`src/rtl/nibble_dispatch.sv`:
```
// nibble_dispatch: upstream feeder for the 1-to-2 nibble demultiplexer.
// Buffers incoming nibbles in a small FIFO, assigns each a destination
// channel (round-robin or taken from in_dest) and presents one registered
// nibble at a time on sel/data. The nibble is held until the chosen channel
// accepts it.
//
// Ports:
//   clk, rst_n          clock (rising edge) and asynchronous active-low reset
//   clr                 synchronous clear of cnt0/cnt1/stall_err
//   in_valid/in_ready   input handshake; in_ready = !fifo_full
//   in_data, in_dest    input nibble and its channel (in_dest only when RR_MODE=0)
//   sel, data           registered demux select/data; data is 0 when idle
//   out_valid           sel/data hold a pending nibble
//   ch_ready[1:0]       per-channel accept, bit sel applies
//   cnt0, cnt1          per-channel delivery counters (wrapping)
//   stall_err           sticky: a stall lasted TIMEOUT cycles
module nibble_dispatch #(
  parameter int unsigned DATA_W     = 4,
  parameter int unsigned FIFO_DEPTH = 4,
  parameter int unsigned CNT_W      = 8,
  parameter int unsigned RR_MODE    = 1,
  parameter int unsigned TIMEOUT    = 16
) (
  input  logic              clk,
  input  logic              rst_n,
  input  logic              clr,
  input  logic              in_valid,
  input  logic [DATA_W-1:0] in_data,
  input  logic              in_dest,
  output logic              in_ready,
  output logic              sel,
  output logic [DATA_W-1:0] data,
  output logic              out_valid,
  input  logic [1:0]        ch_ready,
  output logic [CNT_W-1:0]  cnt0,
  output logic [CNT_W-1:0]  cnt1,
  output logic              stall_err
);

  localparam int unsigned PtrW   = $clog2(FIFO_DEPTH);
  localparam int unsigned StallW = $clog2(TIMEOUT + 1);
  localparam int unsigned EntryW = DATA_W + 1;

  localparam logic [PtrW:0]     FullCnt    = (PtrW + 1)'(FIFO_DEPTH);
  localparam logic [StallW-1:0] TimeoutCnt = StallW'(TIMEOUT);

  typedef enum logic [0:0] {StIdle, StHold} state_e;

  // FIFO storage; entry = {dest, data}
  logic [EntryW-1:0] mem_q [FIFO_DEPTH];
  logic [PtrW-1:0]   wr_ptr_q, wr_ptr_d;
  logic [PtrW-1:0]   rd_ptr_q, rd_ptr_d;
  logic [PtrW:0]     count_q, count_d;

  state_e              state_q, state_d;
  logic                sel_q, sel_d;
  logic [DATA_W-1:0]   data_q, data_d;
  logic                rr_q, rr_d;
  logic [CNT_W-1:0]    cnt0_q, cnt0_d;
  logic [CNT_W-1:0]    cnt1_q, cnt1_d;
  logic [StallW-1:0]   stall_q, stall_d;
  logic                err_q, err_d;

  logic              fifo_full, fifo_empty;
  logic              accept, xfer, slot_free, pop, bypass, push;
  logic              dest_in;
  logic [EntryW-1:0] entry_in, entry_head;

  assign fifo_full  = (count_q == FullCnt);
  assign fifo_empty = (count_q == '0);
  assign in_ready   = ~fifo_full;
  assign out_valid  = (state_q == StHold);
  assign sel        = sel_q;
  assign data       = data_q;
  assign cnt0       = cnt0_q;
  assign cnt1       = cnt1_q;
  assign stall_err  = err_q;

  assign dest_in    = (RR_MODE != 0) ? rr_q : in_dest;
  assign entry_in   = {dest_in, in_data};
  assign entry_head = mem_q[rd_ptr_q];

  assign accept    = in_valid & in_ready;
  assign xfer      = out_valid & ch_ready[sel_q];
  assign slot_free = ~out_valid | xfer;
  // FIFO head has priority over a same-cycle input to keep ordering
  assign pop       = slot_free & ~fifo_empty;
  assign bypass    = slot_free & fifo_empty & accept;
  assign push      = accept & ~bypass;

  // FIFO pointers and occupancy
  always_comb begin
    wr_ptr_d = wr_ptr_q;
    rd_ptr_d = rd_ptr_q;
    count_d  = count_q;
    if (push) wr_ptr_d = wr_ptr_q + 1'b1;
    if (pop)  rd_ptr_d = rd_ptr_q + 1'b1;
    if (push && !pop)      count_d = count_q + 1'b1;
    else if (!push && pop) count_d = count_q - 1'b1;
  end

  // Output register FSM
  always_comb begin
    state_d = state_q;
    sel_d   = sel_q;
    data_d  = data_q;
    case (state_q)
      StIdle, StHold: begin
        if (slot_free) begin
          if (pop) begin
            state_d = StHold;
            sel_d   = entry_head[EntryW-1];
            data_d  = entry_head[DATA_W-1:0];
          end else if (bypass) begin
            state_d = StHold;
            sel_d   = dest_in;
            data_d  = in_data;
          end else begin
            // sel keeps its last value while idle
            state_d = StIdle;
            data_d  = '0;
          end
        end
      end
      default: begin
        state_d = StIdle;
        data_d  = '0;
      end
    endcase
  end

  assign rr_d = rr_q ^ accept;

  // Stall timeout and delivery counters; clr overrides a same-cycle transfer
  always_comb begin
    stall_d = stall_q;
    err_d   = err_q;
    cnt0_d  = cnt0_q;
    cnt1_d  = cnt1_q;
    if (out_valid && !xfer) begin
      if (stall_q != TimeoutCnt) stall_d = stall_q + 1'b1;
      if (stall_d == TimeoutCnt) err_d = 1'b1;
    end else begin
      stall_d = '0;
    end
    if (xfer) begin
      if (sel_q) cnt1_d = cnt1_q + 1'b1;
      else       cnt0_d = cnt0_q + 1'b1;
    end
    if (clr) begin
      stall_d = '0;
      err_d   = 1'b0;
      cnt0_d  = '0;
      cnt1_d  = '0;
    end
  end

  always_ff @(posedge clk) begin
    if (push) mem_q[wr_ptr_q] <= entry_in;
  end

  always_ff @(posedge clk or negedge rst_n) begin
    if (!rst_n) begin
      wr_ptr_q <= '0;
      rd_ptr_q <= '0;
      count_q  <= '0;
      state_q  <= StIdle;
      sel_q    <= 1'b0;
      data_q   <= '0;
      rr_q     <= 1'b0;
      cnt0_q   <= '0;
      cnt1_q   <= '0;
      stall_q  <= '0;
      err_q    <= 1'b0;
    end else begin
      wr_ptr_q <= wr_ptr_d;
      rd_ptr_q <= rd_ptr_d;
      count_q  <= count_d;
      state_q  <= state_d;
      sel_q    <= sel_d;
      data_q   <= data_d;
      rr_q     <= rr_d;
      cnt0_q   <= cnt0_d;
      cnt1_q   <= cnt1_d;
      stall_q  <= stall_d;
      err_q    <= err_d;
    end
  end

endmodule

```
`config.mk`:
```
export PLATFORM = sky130hd
export DESIGN_NAME = nibble_dispatch
export DESIGN_NICKNAME = d
export VERILOG_FILES = /design/src/rtl/nibble_dispatch.sv
export SDC_FILE = /design/constraint.sdc
export NUM_CORES = 1
export LEC_CHECK = 0
export CAP_MARGIN = 5
export CORE_MARGIN = 5
export CORE_UTILIZATION = 27
export DETAILED_ROUTE_END_ITERATION = 16
export GPL_TIMING_DRIVEN = 0
export HOLD_SLACK_MARGIN = 0.03
export PLACE_DENSITY = 0.57
export RECOVER_POWER = 100
export REMOVE_ABC_BUFFERS = 1
export SYNTH_ARGS = -nofsm -noshare
export SYNTH_HDL_FRONTEND = slang
export SYNTH_SLANG_ARGS = --single-unit
```
`constraint.sdc`:
```
create_clock -name clk -period 2.1 [get_ports clk]
set_input_delay 0.42 -clock clk [delete_from_list [all_inputs] [get_ports clk]]
set_output_delay 0.42 -clock clk [all_outputs]
set_load 0.01 [all_outputs]
```
; Word level (Yosys, flattened, before mapping)
; Memory sizes are Yosys's and may differ from the RTL's.
; Index checks and enable logic that the tools add are counted.
[classes]
order_cmp = 1
addsub = 7
bitwise = 12
n_eq_ne = 4
mux = 25
reduce_logical = 17
[op_table]
columns = operator, n
row1 = 2-to-1 mux 8 bit, 6
row2 = 2-to-1 mux 5 bit, 4
row3 = "adder 8 x 1 -> 8 bit, second input constant", 2
row4 = nonzero test 2 bit, 6
row5 = 2-to-1 mux 1 bit, 11
row6 = 2-to-1 mux 4 bit, 2
row7 = AND reduction 2 bit, 4
row8 = bitwise AND 1 bit, 6
row9 = 2-to-1 mux 3 bit, 2
row10 = "adder 5 x 1 -> 5 bit, second input constant", 1
row11 = "== test 5 bit, second input constant", 1
row12 = "!= test 5 bit, second input constant", 1
row13 = "adder 2 x 1 -> 2 bit, second input constant", 2
row14 = NOT 1 bit, 4
row15 = "adder 3 x 1 -> 3 bit, second input constant", 1
row16 = "== test 3 bit, second input constant", 1
row17 = logical AND 1 bit, 3
row18 = zero test 1 bit, 3
row19 = zero test 3 bit, 1
row20 = "subtractor 3 x 1 -> 3 bit, second input constant", 1
row21 = "less-than comparator 1 x 2 -> 1 bit, second input constant", 1
row22 = "!= test 2 bit, second input constant", 1
row23 = bitwise OR 1 bit, 1
row24 = XOR 1 bit, 1
[word_totals]
ff_bits = 36
ramBits = 20
memories = 1
out_inout_bits = 24
word_cells = 78
inputBits = 11
[mem_list]
columns = memory, depth, word_bits, read_ports, rd_ports_with_merged_regs, wr, line
row1 = mem_q, 4, 5, 1, 0, 1, 50  ; logic [EntryW-1:0] mem_q [FIFO_DEPTH];

; Longest topological paths before layout
; Gate-level depths: netlist of the first run.
[logic_depth]
word_depth = 12
ltp_mapped = 10
mapped_depth_nobuf = 9

; Worst setup path after synthesis of the first run
; Ideal clock, no wire load.
[synth_timing]
kind = register to register
start = register sel_q, in the netlist sel
end = register count_q[2]
stages_incl_launch_ff = 10
path_buffers = 0
path_slack_ps = -150
setup_ps = 79
required_time_ps = 2021
arrival_time_ps = 2171
period_less_slack_ps = 2250
path_cell_list = dfrtp_1 -> mux2_4 -> nor3b_1 -> o31a_1 -> ha_1 -> inv_1 -> fa_1 -> xor2_1 -> nor2_1 -> xor2_1
[synth_via]
elab_chain_cells = 11
word_cells_on_any_way = 15
classes_between = mux: 3 / bitwise: 7 / reduce/logical: 5
[synth_rtl]
columns = element, line
row1 = "start, declared", 56  ; logic sel_q, sel_d;
row2 = "start signal, assigned", 180  ; sel_q <= sel_d;
row3 = 2-to-1 mux 1 bit (not written as such) (*) (2 in series), 84  ; assign xfer = out_valid & ch_ready[sel_q];
row4 = bitwise AND 1 bit (*), 84
row5 = bitwise OR 1 bit (*), 85  ; assign slot_free = ~out_valid | xfer;
row6 = bitwise AND 1 bit (*) (2 in series), 88  ; assign bypass = slot_free & fifo_empty & accept;
row7 = NOT 1 bit (*), 89  ; assign push = accept & ~bypass;
row8 = bitwise AND 1 bit (*), 89
row9 = via push, 65  ; logic accept, xfer, slot_free, pop, bypass, push;
row10 = zero test 1 bit, 99  ; else if (!push && pop) count_d = count_q - 1'b1;
row11 = logical AND 1 bit, 99
row12 = nonzero test 2 bit (no source line), n/a
row13 = "end signal, assigned", 178  ; count_q <= count_d;
row14 = "end, declared", 53  ; logic [PtrW:0] count_q, count_d;
; Mark *: on every way through the listed nets, which the timed path passes. The rest lies on a longest branch. The select of a mux whose other input is x is not followed.
; A chain may end at the register's enable or synchronous reset.

; Worst setup path in the final report of the first run
; Ends and elaborated chain as after synthesis.

==> reports/metrics.cfg, run 1 <==
[layout]
fillCellCount = 960
multi_input_area_mm2 = 0.001023
seqCellArea_mm2 = 0.001505
fin_util = 0.3450
area_delta_synth_final_pct = 24.27
n_antenna_cell = 0
drive_gt1_frac = 0.1290
fin_area_mm2 = 0.003203
nets = 268

[global_route]
grt_overflow = 0
antenna_found_initial = 0
track_usage = 0.09023
grt_pass1_wl_um = 8397
grt_pass1_vias = 1767
grt_max_degree = 37

[logic_synthesis]
synth.top_cell.area_share = 0.3495
synth_cell_types = 36
syn_area_mm2 = 0.002577
netlist_top_cells_count = 36 x dfrtp_1, 21 x nor2_1, 20 x edfxtp_1, 20 x nand2_1, 15 x xnor2_1
synth_most_common_cell = dfrtp_1
synth_seq_cells = 56
syn_avg_cell_area_um2 = 12.16
yosysWarnings = 0
synth_top_area_cell = dfrtp_1
seq_area_frac_synth = 0.5825
async_reset_ff_frac = 0.6429
synth_ff_type = dfrtp_1
synth_edf_count = 20
synthTopCellsByArea = dfrtp_1 35%, edfxtp_1 23%, xnor2_1 5.1%
syn_inst = 212

[clock_network]
ctsHoldBuffers = 0
h-tree-depth = 2
cts.root.buffer_cell = clkbuf_8
clockBufferDepth = 2
clkSinkCount = 56
numCtsBuffers = 5
clock_latency_ns = 0.30
clk_pin_slew_ns = 0.10
cts_tree = built

[placed_design]
portBuffers = 33
dpl.hpwl_um = 3372
dp_slack_ns = -0.7763
place_area_mm2 = 0.003023
place.gp.congestion = 0.7296

[sta]
rsz0062_at_grt = yes
fin_crit_ns = 2.131
slew_headroom = 0.3544
hold_viol_final = 0
layout_setup_ws_ns = -0.03072
min_period_over_period = 1.015
drv_slew = 0
finClkSkew_ns = 0.007581
setup_violations = 2
timing.fmax_mhz = 469.3
worst_slew_pin_slew_ns = 0.9683

[setup_path]
r2r-start = sel$_DFFE_PN0P_
required_ns = 2.32
start_kind = flop
cp_num_buf_inv = 1
r2r.worst_path.cells = 9
crit_chain = mux2_4 > nor3b_2 > o31a_1 > ha_2 > inv_2 > fa_2 > xor2_1 > nor2_1 > xor2_1
crit_path_end = count_q[2]$_DFFE_PN0P_
cp.depth = 9
cp_top_family = adder cells
rrSetupSlack_ns = -0.03
crit_start = sel$_DFFE_PN0P_
r2r_end = count_q[2]$_DFFE_PN0P_
cpMaxStageDelayCell = dfrtp_2
end_kind = flop
critPathKind = flop to flop
crit_top_cell = xor2_1
crit_arrival_ns = 2.36
critical-path-max-stage-delay_ns = 0.43
crit_fanout = 2

[pwr]
power.density_mw_per_mm2 = 1116
p_leak_nw = 1.275
vdd_drop_max_mv = 0.3518

[floorplanning]
ios = 35
design.core.area_mm2 = 0.009284
num_rows = 35
die_y_um = 107.7
start_util = 0.2776
fp.dieW_um = 107.7
die_area_mm2 = 0.01160

[routing]
dr_total_vias = 1663
vias_per_cell = 4.411
wl_per_cell_um = 12.92
drt-pass1-iter-count = 4
drt-initial-drc-count = 53
drc_errors = 0
ant_nets = 0
routed_wl_um = 4870

[status]
outcome = complete, but fails checks
violations = negative setup slack

[min_path]
hold_class = input pin to async pin

[run]
drv_cap = 0

## registers in the layout, summed over array words and instances (netlist names), 2 cells and up
register	cells
rd_ptr_q	2
cnt1	8
mem_q	20
cnt0	8
wr_ptr_q	2
data	4
stall_q	5
count_q	3
## cell families after synthesis
logic type,synth area share
AO/OA/AOI/OAI,0.03592
XOR/XNOR,0.07476
adder cells (fa/ha/maj),0.05146
AND/OR/NAND/NOR,0.1612
buffers and inverters,0.02767
flip-flops,0.5825
multiplexers,0.06650
## per-stage QoR
stage	setup TNS (ns)	hold WS [ns]	std cells	power, mW
after global routing	-0.2635	0.3338	377	3.831
after floorplan	-0.2672	0.1244	203	2.344
after CTS	-0.1487	0.2412	376	3.652
after detailed placement	-7.905	0.5376	365	2.753
final	-0.03296	0.2583	377	3.575
after global placement	-21.25	0.5309	365	2.726
## report_power, final
part           switching [mW]  leakage, nW  internal [mW]
Sequential              0.233        0.644           1.40
Clock                   0.336       0.0654          0.477
Combinational           0.524        0.565          0.602
## repair_timing
item	4_1_cts	5_1_grt
pin swaps	3	3
buffers inserted	3	1
setup endpoints to repair	7	2
gates resized for setup	9	2
endpoints found under the hold margin	0	0
## layer usage
metal / vias up / wire length, um / global-route usage
li1: 806 / - / -
met1: 835 / 2149 / 0.1070
met2: 20 / 2506 / 0.1599
met3: 2 / 163 / 0.02100
met4: 0 / 50 / 0.02976
met5: - / 0 / 0
## placed cells by master (no fill, tap or decap), types with 2 or more instances in the layout
cell type | Yosys | routed
nor3b_1 | 3 | 2
or3_1 | 3 | 2
a21oi_1 | 3 | 3
clkbuf_2 | 0 | 2
nor2_1 | 21 | 21
ha_1 | 9 | 8
mux2_4 | 1 | 2
inv_1 | 8 | 7
buf_4 | 0 | 3
mux4_2 | 5 | 5
nand4_1 | 3 | 3
nand3_1 | 12 | 12
a31oi_1 | 4 | 4
xor2_1 | 7 | 7
clkbuf_8 | 0 | 5
and2_0 | 0 | 4
xnor2_1 | 15 | 15
mux2_2 | 3 | 2
edfxtp_1 | 20 | 20
o21ai_0 | 3 | 3
nor4_1 | 2 | 2
nor3_1 | 8 | 8
bufinv_16 | 0 | 2
dlygate4sd3_1 | 0 | 29
dfrtp_1 | 36 | 33
dfrtp_2 | 0 | 3
nand2_1 | 20 | 20
nand3b_1 | 2 | 2
dlygate4sd2_1 | 0 | 2
## worst min path at each step
stage	endpoint	slack, ns
6_report	cnt0[4]$_DFFE_PN0P_	0.26
5_1_grt	stall_q[0]$_DFF_PN0_	0.33
4_1_cts	stall_q[0]$_DFF_PN0_	0.24
3_5_place_dp	count_q[2]$_DFFE_PN0P_	0.54
3_3_place_gp	count_q[2]$_DFFE_PN0P_	0.53
2_1_floorplan	cnt0[0]$_DFFE_PN0P_	0.12
## final cells by class
class                   instances  area share
flip-flops and latches         56      0.4699
multi-input cells             139      0.3195
repair buffers                 37      0.1094
well taps                     129     0.05039
clock buffers                   6     0.02266
clock inverters                 2     0.01875
inverters                       8    0.009375
Power figures use the tool's default switching activity.
==> inputs of run 2 (changes only) <==
--- a/config.mk
+++ b/config.mk
@@ -5,13 +5,14 @@
 export SDC_FILE = /design/constraint.sdc
 export NUM_CORES = 1
 export LEC_CHECK = 0
+export ABC_AREA = 1
 export CAP_MARGIN = 5
 export CORE_MARGIN = 5
 export CORE_UTILIZATION = 27
 export DETAILED_ROUTE_END_ITERATION = 16
 export GPL_TIMING_DRIVEN = 0
 export HOLD_SLACK_MARGIN = 0.03
-export PLACE_DENSITY = 0.57
+export PLACE_DENSITY = 0.56
 export RECOVER_POWER = 100
 export REMOVE_ABC_BUFFERS = 1
 export SYNTH_ARGS = -nofsm -noshare
==> run 2 against run 1 <==
  * The flow now finishes without violations
  * Worst hold slack lost 0.017 ns
  * First-iteration DRC count grew 75%
  * Clock power shrank 22%
  * Maximum frequency grew 8.0%
  * Non-clock buffer count grew 1
  * Critical path type is now input pin to flop
  * Largest cell class unchanged
==> reports/metrics.cfg, run 2 <==
[pwr]
vdd_drop_max_mv = 0.4137
power.density_mw_per_mm2 = 1064
p_leak_nw = 1.552

[logic_synthesis]
synth_most_common_cell = nand2_1
synth_seq_cells = 56
synthTopCellsByArea = dfrtp_1 33%, edfxtp_1 22%, nand2_1 10%
synth_ff_type = dfrtp_1
netlist_top_cells_count = 73 x nand2_1, 53 x nor2_1, 38 x inv_1
synth.top_cell.area_share = 0.3303
async_reset_ff_frac = 0.6429
syn_avg_cell_area_um2 = 8.687
seq_area_frac_synth = 0.5505
syn_inst = 314
synth_top_area_cell = dfrtp_1
synth_edf_count = 20
synth_cell_types = 25
syn_area_mm2 = 0.002728
yosysWarnings = 0

[clock_network]
clock_latency_ns = 0.32
clockBufferDepth = 2
cts_tree = built
cts.root.buffer_cell = clkbuf_8
numCtsBuffers = 5
h-tree-depth = 2
clk_pin_slew_ns = 0.10
ctsHoldBuffers = 0
clkSinkCount = 56

[layout]
drive_gt1_frac = 0.07022
largest_reg_flops = 20
n_antenna_cell = 0
area_delta_synth_final_pct = 22.80
finalNonFillerCells = 489
fillCellCount = 1066
largest-register = mem_q
final_common_cell = nand2_1
nets = 376
final_cell_mix = 73 x nand2_1, 53 x nor2_1, 39 x inv_1

[sta]
slew_headroom = 0.3621
fin_crit_ns = 1.972
hold_viol_final = 0
hold_ws_ns = 0.2412
finClkSkew_ns = 0.01567
setup_violations = 0
timing.fmax_mhz = 507.1
drv_slew = 0
rsz0062_at_grt = no
worst_slew_pin_slew_ns = 0.9568
min_period_over_period = 0.9391

[routing]
drt-initial-drc-count = 93
wl_per_cell_um = 11.52
drt-pass1-iter-count = 4
highest_layer = met4
routed_wl_um = 5634
vias_per_cell = 4.290
wl_met1_um = 2700
dr_total_vias = 2098
wl_met2_um = 2662
drc_errors = 0
wl_met3_um = 190
ant_nets = 0

[floorplanning]
num_rows = 36
die_y_um = 110.5
ios = 35
start_util = 0.2778
fp.dieW_um = 110.5
design.core.area_mm2 = 0.009819
die_area_mm2 = 0.01221

[setup_path]
r2r_end = count_q[2]$_DFFE_PN0P_
critPathKind = input pin to flop
critical-path-max-stage-delay_ns = 0.58
crit_path_end = count_q[2]$_DFFE_PN0P_
cp_top_family = buffers and inverters
start_kind = input pin
r2r.worst_path.cells = 11
crit_chain = clkdlybuf4s50_1 > nand3_4 > inv_4 > ha_1 > inv_1 > fa_2 > a21oi_1 > o21ai_1 > xor2_1
required_ns = 2.30
cp_num_buf_inv = 3
r2r-start = sel$_DFFE_PN0P_
rrSetupSlack_ns = 0.15
crit_arrival_ns = 2.17
crit_fanout = 7
cp.depth = 9
cpMaxStageDelayCell = clkdlybuf4s50_1
crit_start = in_valid
end_kind = flop

[global_route]
antenna_found_initial = 0
grt_pass1_vias = 2053
grt_overflow = 0
track_usage = 0.09388
grt_max_degree = 37
grt_pass1_wl_um = 9618

[placed_design]
place.gp.congestion = 0.7416
dp_cells = 476
dpl.hpwl_um = 4076
portBuffers = 33

[min_path]
hold_class = input pin to async pin

[status]
outcome = finished, final reports clean

[run]
drv_cap = 0

[run 2: changes by cell type after synthesis, sizes merged, moves of 5 or more]
| cell | previous run | this run |
|---|---|---|
| nand2 | 20 | 77 |
| inv | 8 | 41 |
| nor2 | 21 | 53 |
| nand3 | 12 | 31 |
| o21ai | 3 | 19 |
| xnor2 | 15 | 2 |
| a21oi | 3 | 10 |
| nor3 | 8 | 1 |
| clkbuf | 7 | 2 |
| mux4 | 5 | 0 |
[run 2: logic make-up after synthesis]
logic type / share of synthesized area
AOI/OAI and AO/OA: 0.05872
xor gates and xnor gates: 0.01606
adders and majority gates: 0.04862
buffers and inverters: 0.06330
DFF: 0.5505
and+or+nand+nor: 0.2628
[run 2: final cells by class]
| cell class | count | area, um^2 | share of cell area |
|---|---|---|---|
| multi-input cells | 213 | 1069 | 0.3190 |
| repair buffers | 38 | 360.3 | 0.1076 |
| flip-flops and latches | 56 | 1503 | 0.4486 |
| inverters | 41 | 156.4 | 0.04669 |
| clock inverters | 3 | 26.28 | 0.007845 |
| well taps | 133 | 166.4 | 0.04968 |
| clock buffers | 5 | 68.82 | 0.02055 |
[run 2: report_power, final]
group / internal [mW] / switching [mW] / total [mW]
Sequential: 1.41 / 0.197 / 1.61
Combinational: 0.547 / 0.775 / 1.32
Clock: 0.247 / 0.384 / 0.631
[run 2: what timing repair did]
action,CTS,global route
gates resized for setup,6,4
endpoints found under the setup margin,2,1
buffers inserted,2,3
pin swaps,1,1
endpoints found under the hold margin,0,0
[run 2: per-stage QoR]
step	power [mW]	setup TNS, ns	setup slack, ns	util	instance area, um^2
finish	3.563	0	0.1279	0.3411	3349
global route	3.850	0	0.02658	0.3411	3349
floorplan	2.445	0	0.08091	-	2709
global placement	2.894	-17.14	-0.5300	0.3265	3206
CTS	3.595	0	0.009272	0.3383	3322
detailed placement	2.920	-3.340	-0.5474	0.3259	3201
[run 2: how the worst min path moves through the flow]
stage	slack, ns	depth (start not counted)	start	end
final	0.24	1	rst_n	cnt0[1]$_DFFE_PN0P_
after global routing	0.32	1	rst_n	stall_q[3]$_DFF_PN0_
after CTS	0.24	1	rst_n	cnt0[1]$_DFFE_PN0P_
after detailed placement	0.48	2	data[3]$_DFFE_PN0P_	data[3]$_DFFE_PN0P_
after global placement	0.48	2	data[3]$_DFFE_PN0P_	data[3]$_DFFE_PN0P_
after floorplan	0.12	0	rst_n	cnt0[0]$_DFFE_PN0P_
[run 2: per-layer routing]
layer,global-route usage,vias to the layer above
li1,-,1090
met1,0.1211,975
met2,0.1566,27
met3,0.02079,6
met4,0.02956,0
met5,0,-
==> inputs of run 3 (changes only) <==
--- a/config.mk
+++ b/config.mk
@@ -6,9 +6,10 @@
 export NUM_CORES = 1
 export LEC_CHECK = 0
 export ABC_AREA = 1
-export CAP_MARGIN = 5
+export CAP_MARGIN = 20
 export CORE_MARGIN = 5
 export CORE_UTILIZATION = 27
+export CTS_CLUSTER_SIZE = 16
 export DETAILED_ROUTE_END_ITERATION = 16
 export GPL_TIMING_DRIVEN = 0
 export HOLD_SLACK_MARGIN = 0.03
==> results of run 3 <==
The final DEF is identical to that of run 2; final timing and power are the same.
